$ cat src/rtl/led_mirror_master_pkg.sv
// Shared types and constants for the LED mirror master and its helpers.
package led_mirror_master_pkg;

  typedef enum logic [1:0] {
    StIdle,
    StRdReq,
    StRdWait,
    StWrReq
  } state_e;

  localparam logic [3:0] AvalonByteEn = 4'hF;

  // Data register offset within a parallel-port slave's address window.
  localparam logic [1:0] PpDataOffset = 2'h0;

endpackage

$ cat src/rtl/led_mirror_master_interval_timer.sv
// Free-running 0..PERIOD-1 counter with a single-cycle tick on the last count.
module led_mirror_master_interval_timer #(
  parameter int unsigned PERIOD = 50000
) (
  input  logic clk,
  input  logic reset_n,
  input  logic enable,
  output logic tick
);

  localparam int unsigned CW = $clog2(PERIOD);
  localparam logic [CW-1:0] LastCount = CW'(PERIOD - 1);

  logic [CW-1:0] count_q, count_d;

  // Held at zero while disabled so a re-enable always waits a full period.
  always_comb begin
    count_d = '0;
    if (enable && (count_q != LastCount)) begin
      count_d = count_q + CW'(1);
    end
  end

  assign tick = enable && (count_q == LastCount);

  always_ff @(posedge clk or negedge reset_n) begin
    if (!reset_n) begin
      count_q <= '0;
    end else begin
      count_q <= count_d;
    end
  end

endmodule

$ cat src/rtl/led_mirror_master.sv
// Avalon-MM initiator that periodically copies a source port data register to a
// destination port data register, optionally inverting the value.
module led_mirror_master
  import led_mirror_master_pkg::*;
#(
  parameter int unsigned DW       = 7,
  parameter logic [31:0] SRC_ADDR = 32'h0000_1000,
  parameter logic [31:0] DST_ADDR = 32'h0000_2000,
  parameter int unsigned PERIOD   = 50000,
  parameter bit          INVERT   = 1'b0
) (
  input  logic          clk,
  input  logic          reset_n,
  input  logic          enable,
  output logic [31:0]   m_address,
  output logic [3:0]    m_byteenable,
  output logic          m_read,
  output logic          m_write,
  output logic [31:0]   m_writedata,
  input  logic [31:0]   m_readdata,
  input  logic          m_waitrequest,
  output logic          busy,
  output logic [DW:0]   last_value,
  output logic [15:0]   xfer_count
);

  state_e        state_q, state_d;
  logic [DW:0]   data_q, data_d;
  logic [DW:0]   last_value_q, last_value_d;
  logic [15:0]   xfer_count_q, xfer_count_d;
  logic          tick;
  logic          unused_rdata;

  assign unused_rdata = ^m_readdata[31:DW+1];

  led_mirror_master_interval_timer #(
    .PERIOD (PERIOD)
  ) u_timer (
    .clk     (clk),
    .reset_n (reset_n),
    .enable  (enable),
    .tick    (tick)
  );

  always_ff @(posedge clk or negedge reset_n) begin
    if (!reset_n) begin
      state_q      <= StIdle;
      data_q       <= '0;
      last_value_q <= '0;
      xfer_count_q <= '0;
    end else begin
      state_q      <= state_d;
      data_q       <= data_d;
      last_value_q <= last_value_d;
      xfer_count_q <= xfer_count_d;
    end
  end

  // Ticks arriving outside StIdle are simply lost; no request is queued.
  always_comb begin
    state_d = state_q;
    unique case (state_q)
      StIdle:   if (tick) state_d = StRdReq;
      StRdReq:  if (!m_waitrequest) state_d = StRdWait;
      StRdWait: state_d = StWrReq;
      StWrReq:  if (!m_waitrequest) state_d = StIdle;
      default:  state_d = StIdle;
    endcase
  end

  always_comb begin
    data_d       = data_q;
    last_value_d = last_value_q;
    xfer_count_d = xfer_count_q;
    if (state_q == StRdWait) begin
      data_d = INVERT ? ~m_readdata[DW:0] : m_readdata[DW:0];
    end
    if ((state_q == StWrReq) && !m_waitrequest) begin
      last_value_d = data_q;
      xfer_count_d = xfer_count_q + 16'd1;
    end
  end

  // Command outputs decode from state only, so they hold steady under stall.
  always_comb begin
    m_address    = '0;
    m_byteenable = '0;
    m_read       = 1'b0;
    m_write      = 1'b0;
    m_writedata  = '0;
    unique case (state_q)
      StRdReq: begin
        m_read       = 1'b1;
        m_address    = SRC_ADDR | 32'(PpDataOffset);
        m_byteenable = AvalonByteEn;
      end
      StWrReq: begin
        m_write      = 1'b1;
        m_address    = DST_ADDR | 32'(PpDataOffset);
        m_writedata  = 32'(data_q);
        m_byteenable = AvalonByteEn;
      end
      default: ;
    endcase
  end

  assign busy       = (state_q != StIdle);
  assign last_value = last_value_q;
  assign xfer_count = xfer_count_q;

endmodule

$ cat config.mk
export PLATFORM = sky130hd
export DESIGN_NAME = led_mirror_master
export DESIGN_NICKNAME = d
export VERILOG_FILES = /design/src/rtl/led_mirror_master_pkg.sv /design/src/rtl/led_mirror_master_interval_timer.sv /design/src/rtl/led_mirror_master.sv
export SDC_FILE = /design/constraint.sdc
export NUM_CORES = 1
export LEC_CHECK = 0
export CAP_MARGIN = 20
export CORE_UTILIZATION = 41
export CTS_CLUSTER_DIAMETER = 50
export DETAILED_ROUTE_END_ITERATION = 8
export GPL_TIMING_DRIVEN = 0
export PLACE_DENSITY = 0.89
export SYNTH_ARGS = -nofsm -noshare
export SYNTH_HDL_FRONTEND = slang
export SYNTH_SLANG_ARGS = --single-unit
export TNS_END_PERCENT = 1
$ cat constraint.sdc
create_clock -name clk -period 1.9 [get_ports clk]
set_input_delay 0.285 -clock clk [delete_from_list [all_inputs] [get_ports clk]]
set_output_delay 0.285 -clock clk [all_outputs]
set_load 0.02 [all_outputs]
==> metrics.cfg, run 1 <==
[run_status]
run_status=finished with violations
violations=DRC, setup timing

[finish]
antennaDiodeCount=0
nets=436
mostFrequentLayoutCells=61 x buf_4, 54 x conb_1, 49 x dfrtp_1
drive_gt1_share_pct=25.2
area_growth_pct=36.6
layout_commonest_cell=buf_4

[worst_setup_path]
critPathArrivalTime_ps=1620
cpMaxStageDelayCell=dfrtp_2
cp_slowest_stage_delay_ps=450
startpoint_type=flip-flop
timing.critical_path.mode_cell=buf_4
cp.required_ps=1620
critPathCaptureType=output pin
path_cells=ha_4, buf_8, or2_4, buf_4, buf_4
cp_max_fo=10
critPathKind=reg -> out

[synth]
ys_warn_count=0
synth_seq_cells=50
syn_area_mm2=0.00278
avgSynthCellArea_um2=10.1
synth_cell_types=32
synthTopCellsByArea=dfrtp_1 45%, buf_4 16%, xnor2_1 6.0%
synth_top_area_share_pct=45.0
synth_cells=276
ys_seq_area_share_pct=45.0
synth_top_area_cell=dfrtp_1

[min_path]
min_path_type=in -> async

[place]
gp_congestion=0.802
dpl_worst_slack_ps=-416
dp.final_hpwl_um=4190
port_buffers=52

[routing]
drt-pass1-iter-count=6
route.detailed.drc=20
routed_wl_um=5570
drtIter0Drc=184
via_per_inst=4.40
postRouteAntennaNets=0
dr_total_vias=2069
wire_per_inst_um=11.9

[floorplan]
die_area_mm2=0.00711
die_y_um=84.3
die_x_um=84.3
initial_utilization_pct=43.0
rows=29
core_area_mm2=0.00646
io_pins=131

[pwr]
finalPower_w=0.00448
leakagePower_nw=1.95
peakVddDrop_uv=887
cellPowerDensity_mw_per_mm2=1180

[timing]
fin_skew_ps=11.4
max_freq_ghz=0.524
period_share_pct=100
finalWorstSetupSlack_ps=-7.74
finalCriticalPeriod_ps=1910
setup_viol_count_final=1
grt_setup_unrepaired=true
setup_tns_ps=-7.74
maxSlewHeadroom_pct=64.2
tightest_slew_ps=537
final_max_slew_viol_count=0
hold_viol=0

[cts]
cts_sinks=50
htreeDepth=2
clock_latency_ps=310
cts_tree=built
cts_buffers=5
cts_buffer_depth=2
clk_pin_slew_ps=90
cts_root_buf=clkbuf_8

[global_route]
track_usage_pct=16.5
grt_max_degree=35
grt-ovfl-total=0
grt_pass1_wl_um=9240
antenna_found_initial=0
grt_pass1_vias=1953

[job]
maxCapViolations=0

==> stage by stage <==
step | util (%) | hold WS [ps] | instance area [um^2] | cells
6_report | 58.8 | 435 | 3790 | 470
5_1_grt | 58.8 | 464 | 3790 | 470
3_5_place_dp | 55.9 | 235 | 3610 | 459
3_3_place_gp | 55.7 | 446 | 3600 | 458
2_1_floorplan | - | -10.6 | 2980 | 329
4_1_cts | 58.4 | 445 | 3770 | 470
==> per-layer routing <==
layer	vias up	GRT usage [%]	part of all wire [%]
li1	1020	-	-
met1	961	18.8	40
met2	83	29.7	52
met3	5	4.52	7.6
met4	0	5.33	0.83
met5	-	0	0
==> worst max-delay path: cells and delay by family (launching register included) <==
kind                       cells  cell delay [ps]
DFF                            1              450
buffers and inverters          3              400
and+or+nand+nor                1              260
adders and majority gates      1              190
==> cells by family after synthesis <==
family,after synthesis,share of synthesized area [%]
buffers and inverters,68,17.1
AO/OA/AOI/OAI,1,0.315
XOR/XNOR,29,9.14
adder cells (fa/ha/maj),8,3.60
flip-flops,50,45.0
multiplexers,10,4.14
other,1,0.135
AND/OR/NAND/NOR,109,20.5
==> cell type report <==
type                            instances  area [um^2]
Timing Repair Buffer                   56          543
Clock inverter                          3         68.8
Tap cell                               77         96.3
Inverter                                5         18.8
Multi-Input combinational cell        211         1280
Clock buffer                            5         68.8
Sequential cell                        50         1250
Fill cell                             559         2660
Buffer                                 63          468
==> state kept, by name, summed over array words and instances (netlist names) <==
register,count
u_timer.count_q,16
xfer_count,16
state_q,2
last_value,8
data_q,8
==> synthesized netlist by cell type, drive strengths merged <==
master   n
a22o     1
and2     9
and3     5
and4     2
and4bb   2
buf     60
clkbuf   3
conb     1
dfrtp   50
ha       8
inv      5
mux2     9
mux2i    1
nand2   41
nand2b   1
nand3    4
nand4   10
nor2    20
nor2b    1
nor3     6
nor4     5
nor4b    1
or2      1
or4      1
xnor2   19
xor2    10
==> final timing paths <==
kind | from | end | slack [ps] | cells after the start
min in group clk | u_timer.count_q[0] | u_timer.count_q[0] | 480 | 1
min | reset_n | u_timer.count_q[4] | 430 | 2
min reg2reg | u_timer.count_q[0] | u_timer.count_q[0] | 480 | 1
max | state_q[1] | m_byteenable[3] | -8 | 5
max in group asynchronous | reset_n | state_q[1] | 950 | 3
max reg2reg | state_q[0] | data_q[2] | 100 | 5
==> what timing repair did <==
item                       in CTS  in global routing
resized for setup              25                 19
setup endpoints to repair      17                 15
buffers inserted                2                  0
hold buffers                    1                  0
pin swaps                       0                  2
hold endpoints to repair       16                  0
==> where the power goes <==
| part | leakage (nW) | total, W | internal [W] | switching (W) |
|---|---|---|---|---|
| Sequential | 0.656 | 0.00151 | 0.00130 | 0.000205 |
| Clock | 0.0683 | 0.000888 | 0.000527 | 0.000361 |
| Combinational | 1.23 | 0.00208 | 0.00101 | 0.00107 |
| Total | 1.95 | 0.00448 | 0.00284 | 0.00163 |
Note: power is estimated with default switching activity, not from simulation.
==> run 2: changes to the inputs <==
- CORE_ASPECT_RATIO: not set -> 0.75
==> run 2 against run 1 <==
  * The flow finishes with violations (setup timing)
  * Sequential cell count unchanged
  * Critical path depth is the same
  * Hold slack lost 57 ps
  * First-iteration DRC count is 62% lower
  * Combinational power barely moved
  * Global-route usage fell by 1.1 points
  * Count of clock-buffer cells in the layout stayed put
  * Sequential share of layout area decreased by 0.12 points
  * Total power is 0.22% higher
  * Worst setup slack got worse by 3.0 ps
  * Die area about the same
  * Via count fell by 0.87%
  * Critical endpoint unchanged
  * Largest power group unchanged
  * Highest routed layer is now met3
==> metrics.cfg, run 2 (synthesized netlist as in run 1, its figures left out) <==
[timing]
setup_viol_count_final=1  ; unchanged
max_freq_ghz=0.523  ; -0.15%
maxSlewHeadroom_pct=65.0  ; +0.86 points
finalCriticalPeriod_ps=1910  ; +2.96 ps
final_max_slew_viol_count=0  ; unchanged
finalWorstSetupSlack_ps=-10.7  ; -2.96 ps
period_share_pct=101  ; +0.16 points
grt_setup_unrepaired=true
tightest_slew_ps=525  ; -12.8 ps
fin_skew_ps=8.18  ; -3.20 ps
hold_viol=0  ; unchanged

[cts]
cts_sinks=50  ; unchanged
cts_buffers=5  ; unchanged
clk_pin_slew_ps=100  ; about the same
cts_tree=built
cts_root_buf=clkbuf_8
htreeDepth=2  ; unchanged
cts_buffer_depth=2  ; unchanged
clock_latency_ps=300  ; about the same

[finish]
area_growth_pct=37.1
antennaDiodeCount=0  ; unchanged
drive_gt1_share_pct=24.9  ; -0.32 points
layout.area.seq_mm2=0.00125  ; unchanged
mostFrequentLayoutCells=62 x buf_4, 54 x conb_1, 49 x dfrtp_1
n_fill_cell=558  ; -0.18%
nets=437  ; +0.23%
postLayoutCoreUtil_pct=59.4  ; +0.64 points
multi_input_area_mm2=0.00128  ; unchanged
fin_area_mm2=0.00381  ; +0.36%
fin_cells=475  ; +1.1%
layout_commonest_cell=buf_4

[run_status]
run_status=finished with violations
violations=setup timing

[global_route]
track_usage_pct=15.3  ; -1.1 points
antenna_found_initial=0  ; unchanged
grt-ovfl-total=0  ; unchanged
grt_pass1_wl_um=8770  ; -5.1%
grt_pass1_vias=1894  ; -3.0%
grt_max_degree=42  ; +20%

[place]
dpl_worst_slack_ps=-392  ; +23.9 ps
place_inst=463  ; +0.87%
placed_area_mm2=0.00362  ; +0.14%
dp.final_hpwl_um=4070  ; -2.8%
gp_congestion=0.864  ; +7.7%
port_buffers=52  ; unchanged

[worst_setup_path]
cp_slowest_stage_delay_ps=460  ; about the same
startpoint_type=flip-flop
critPathArrivalTime_ps=1630  ; about the same
cp_top_family=flip-flops
critPathKind=reg -> out
path_cells=ha_4, buf_8, or2_4, buf_4, buf_4
critPathCaptureType=output pin
cp_max_fo=10  ; unchanged
crit_buf_inv=3  ; unchanged
cp.required_ps=1620  ; about the same
timing.critical_path.mode_cell=buf_4
reg2reg_slack_ps=120  ; +20 ps
cpMaxStageDelayCell=dfrtp_2

[pwr]
cellPowerDensity_mw_per_mm2=1180  ; -0.14%
peakVddDrop_uv=765  ; -14%
leakagePower_nw=1.96  ; +0.27%

[floorplan]
io_pins=131  ; unchanged
initial_utilization_pct=43.3  ; +0.31 points
rows=25  ; -14%
die_x_um=97.1  ; +15%
die_y_um=73.3  ; -13%
die_area_mm2=0.00711  ; about the same
core_area_mm2=0.00641  ; -0.72%

[routing]
dr_total_vias=2051  ; -0.87%
route.detailed.drc=0  ; -100%
postRouteAntennaNets=0  ; unchanged
drtIter0Drc=70  ; -62%
via_per_inst=4.32  ; -1.9%
drt-pass1-iter-count=5  ; -1
routed_wl_um=5550  ; -0.34%
wire_per_inst_um=11.7  ; -1.4%

[job]
maxCapViolations=0  ; unchanged

[min_path]
min_path_type=in -> async

-- run 2: repair_timing --
action,in CTS,in global routing
endpoints found under the setup margin,17,15
buffers inserted,3,0
hold buffers,1,0
gates cloned,0,0
pin swaps,0,2
resized for setup,25,16
endpoints found under the hold margin,9,0
-- run 2: metrics by stage --
| step | power, W | setup TNS (ps) | hold WS (ps) |
|---|---|---|---|
| 3_5_place_dp | 0.00355 | -2720 | 162 |
| 6_report | 0.00449 | -10.7 | 378 |
| 3_3_place_gp | 0.00348 | -45320 | 455 |
| 4_1_cts | 0.00444 | -619 | 378 |
| 5_1_grt | 0.00473 | -167 | 404 |
| 2_1_floorplan | 0.00273 | 0 | -10.6 |
-- run 2: layout make-up --
type                            instances  area share [%]
Timing Repair Buffer                   57            14.5
Multi-Input combinational cell        211            33.6
Clock buffer                            5            1.81
Buffer                                 63            12.3
Inverter                                5           0.493
Clock inverter                          3            1.81
Tap cell                               81            2.66
Sequential cell                        50            32.9
-- run 2: power breakdown --
part           switching (W)  total, W  internal (W)  leakage, nW
combinational        0.00106   0.00208       0.00102         1.24
clock               0.000364  0.000891      0.000528       0.0683
sequential          0.000206   0.00151       0.00130        0.656
total                0.00163   0.00449       0.00285         1.96
-- run 2: metal layers --
metal	vias up	GRT usage [%]	routed length, um
li1	1022	-	-
met1	967	19.0	2500
met2	62	27.2	2770
met3	0	4.00	287
met4	0	3.48	0
met5	-	0	0
-- run 2: worst reg2reg max path, delay by kind of cell (launching register included) --
kind	cells	cell delay (ps)
buf+inv	3	660
flops	1	430
fa+ha+maj	1	180
mux	1	400
-- run 2: final timing paths --
kind                                    start                  to  cells after the start
setup / recovery                   state_q[1]     m_byteenable[3]                      5
hold / removal                        reset_n       xfer_count[6]                      2
setup reg to reg                   state_q[0]           data_q[2]                      5
max in group asynchronous             reset_n          state_q[1]                      3
hold reg to reg            u_timer.count_q[0]  u_timer.count_q[0]                      1
min in group clk           u_timer.count_q[0]  u_timer.count_q[0]                      1
==> run 3: changes to the inputs <==
- CAP_MARGIN: 20 -> not set
==> results of run 3 <==
Same layout as run 2: the final DEF is identical, and so are final timing and power.
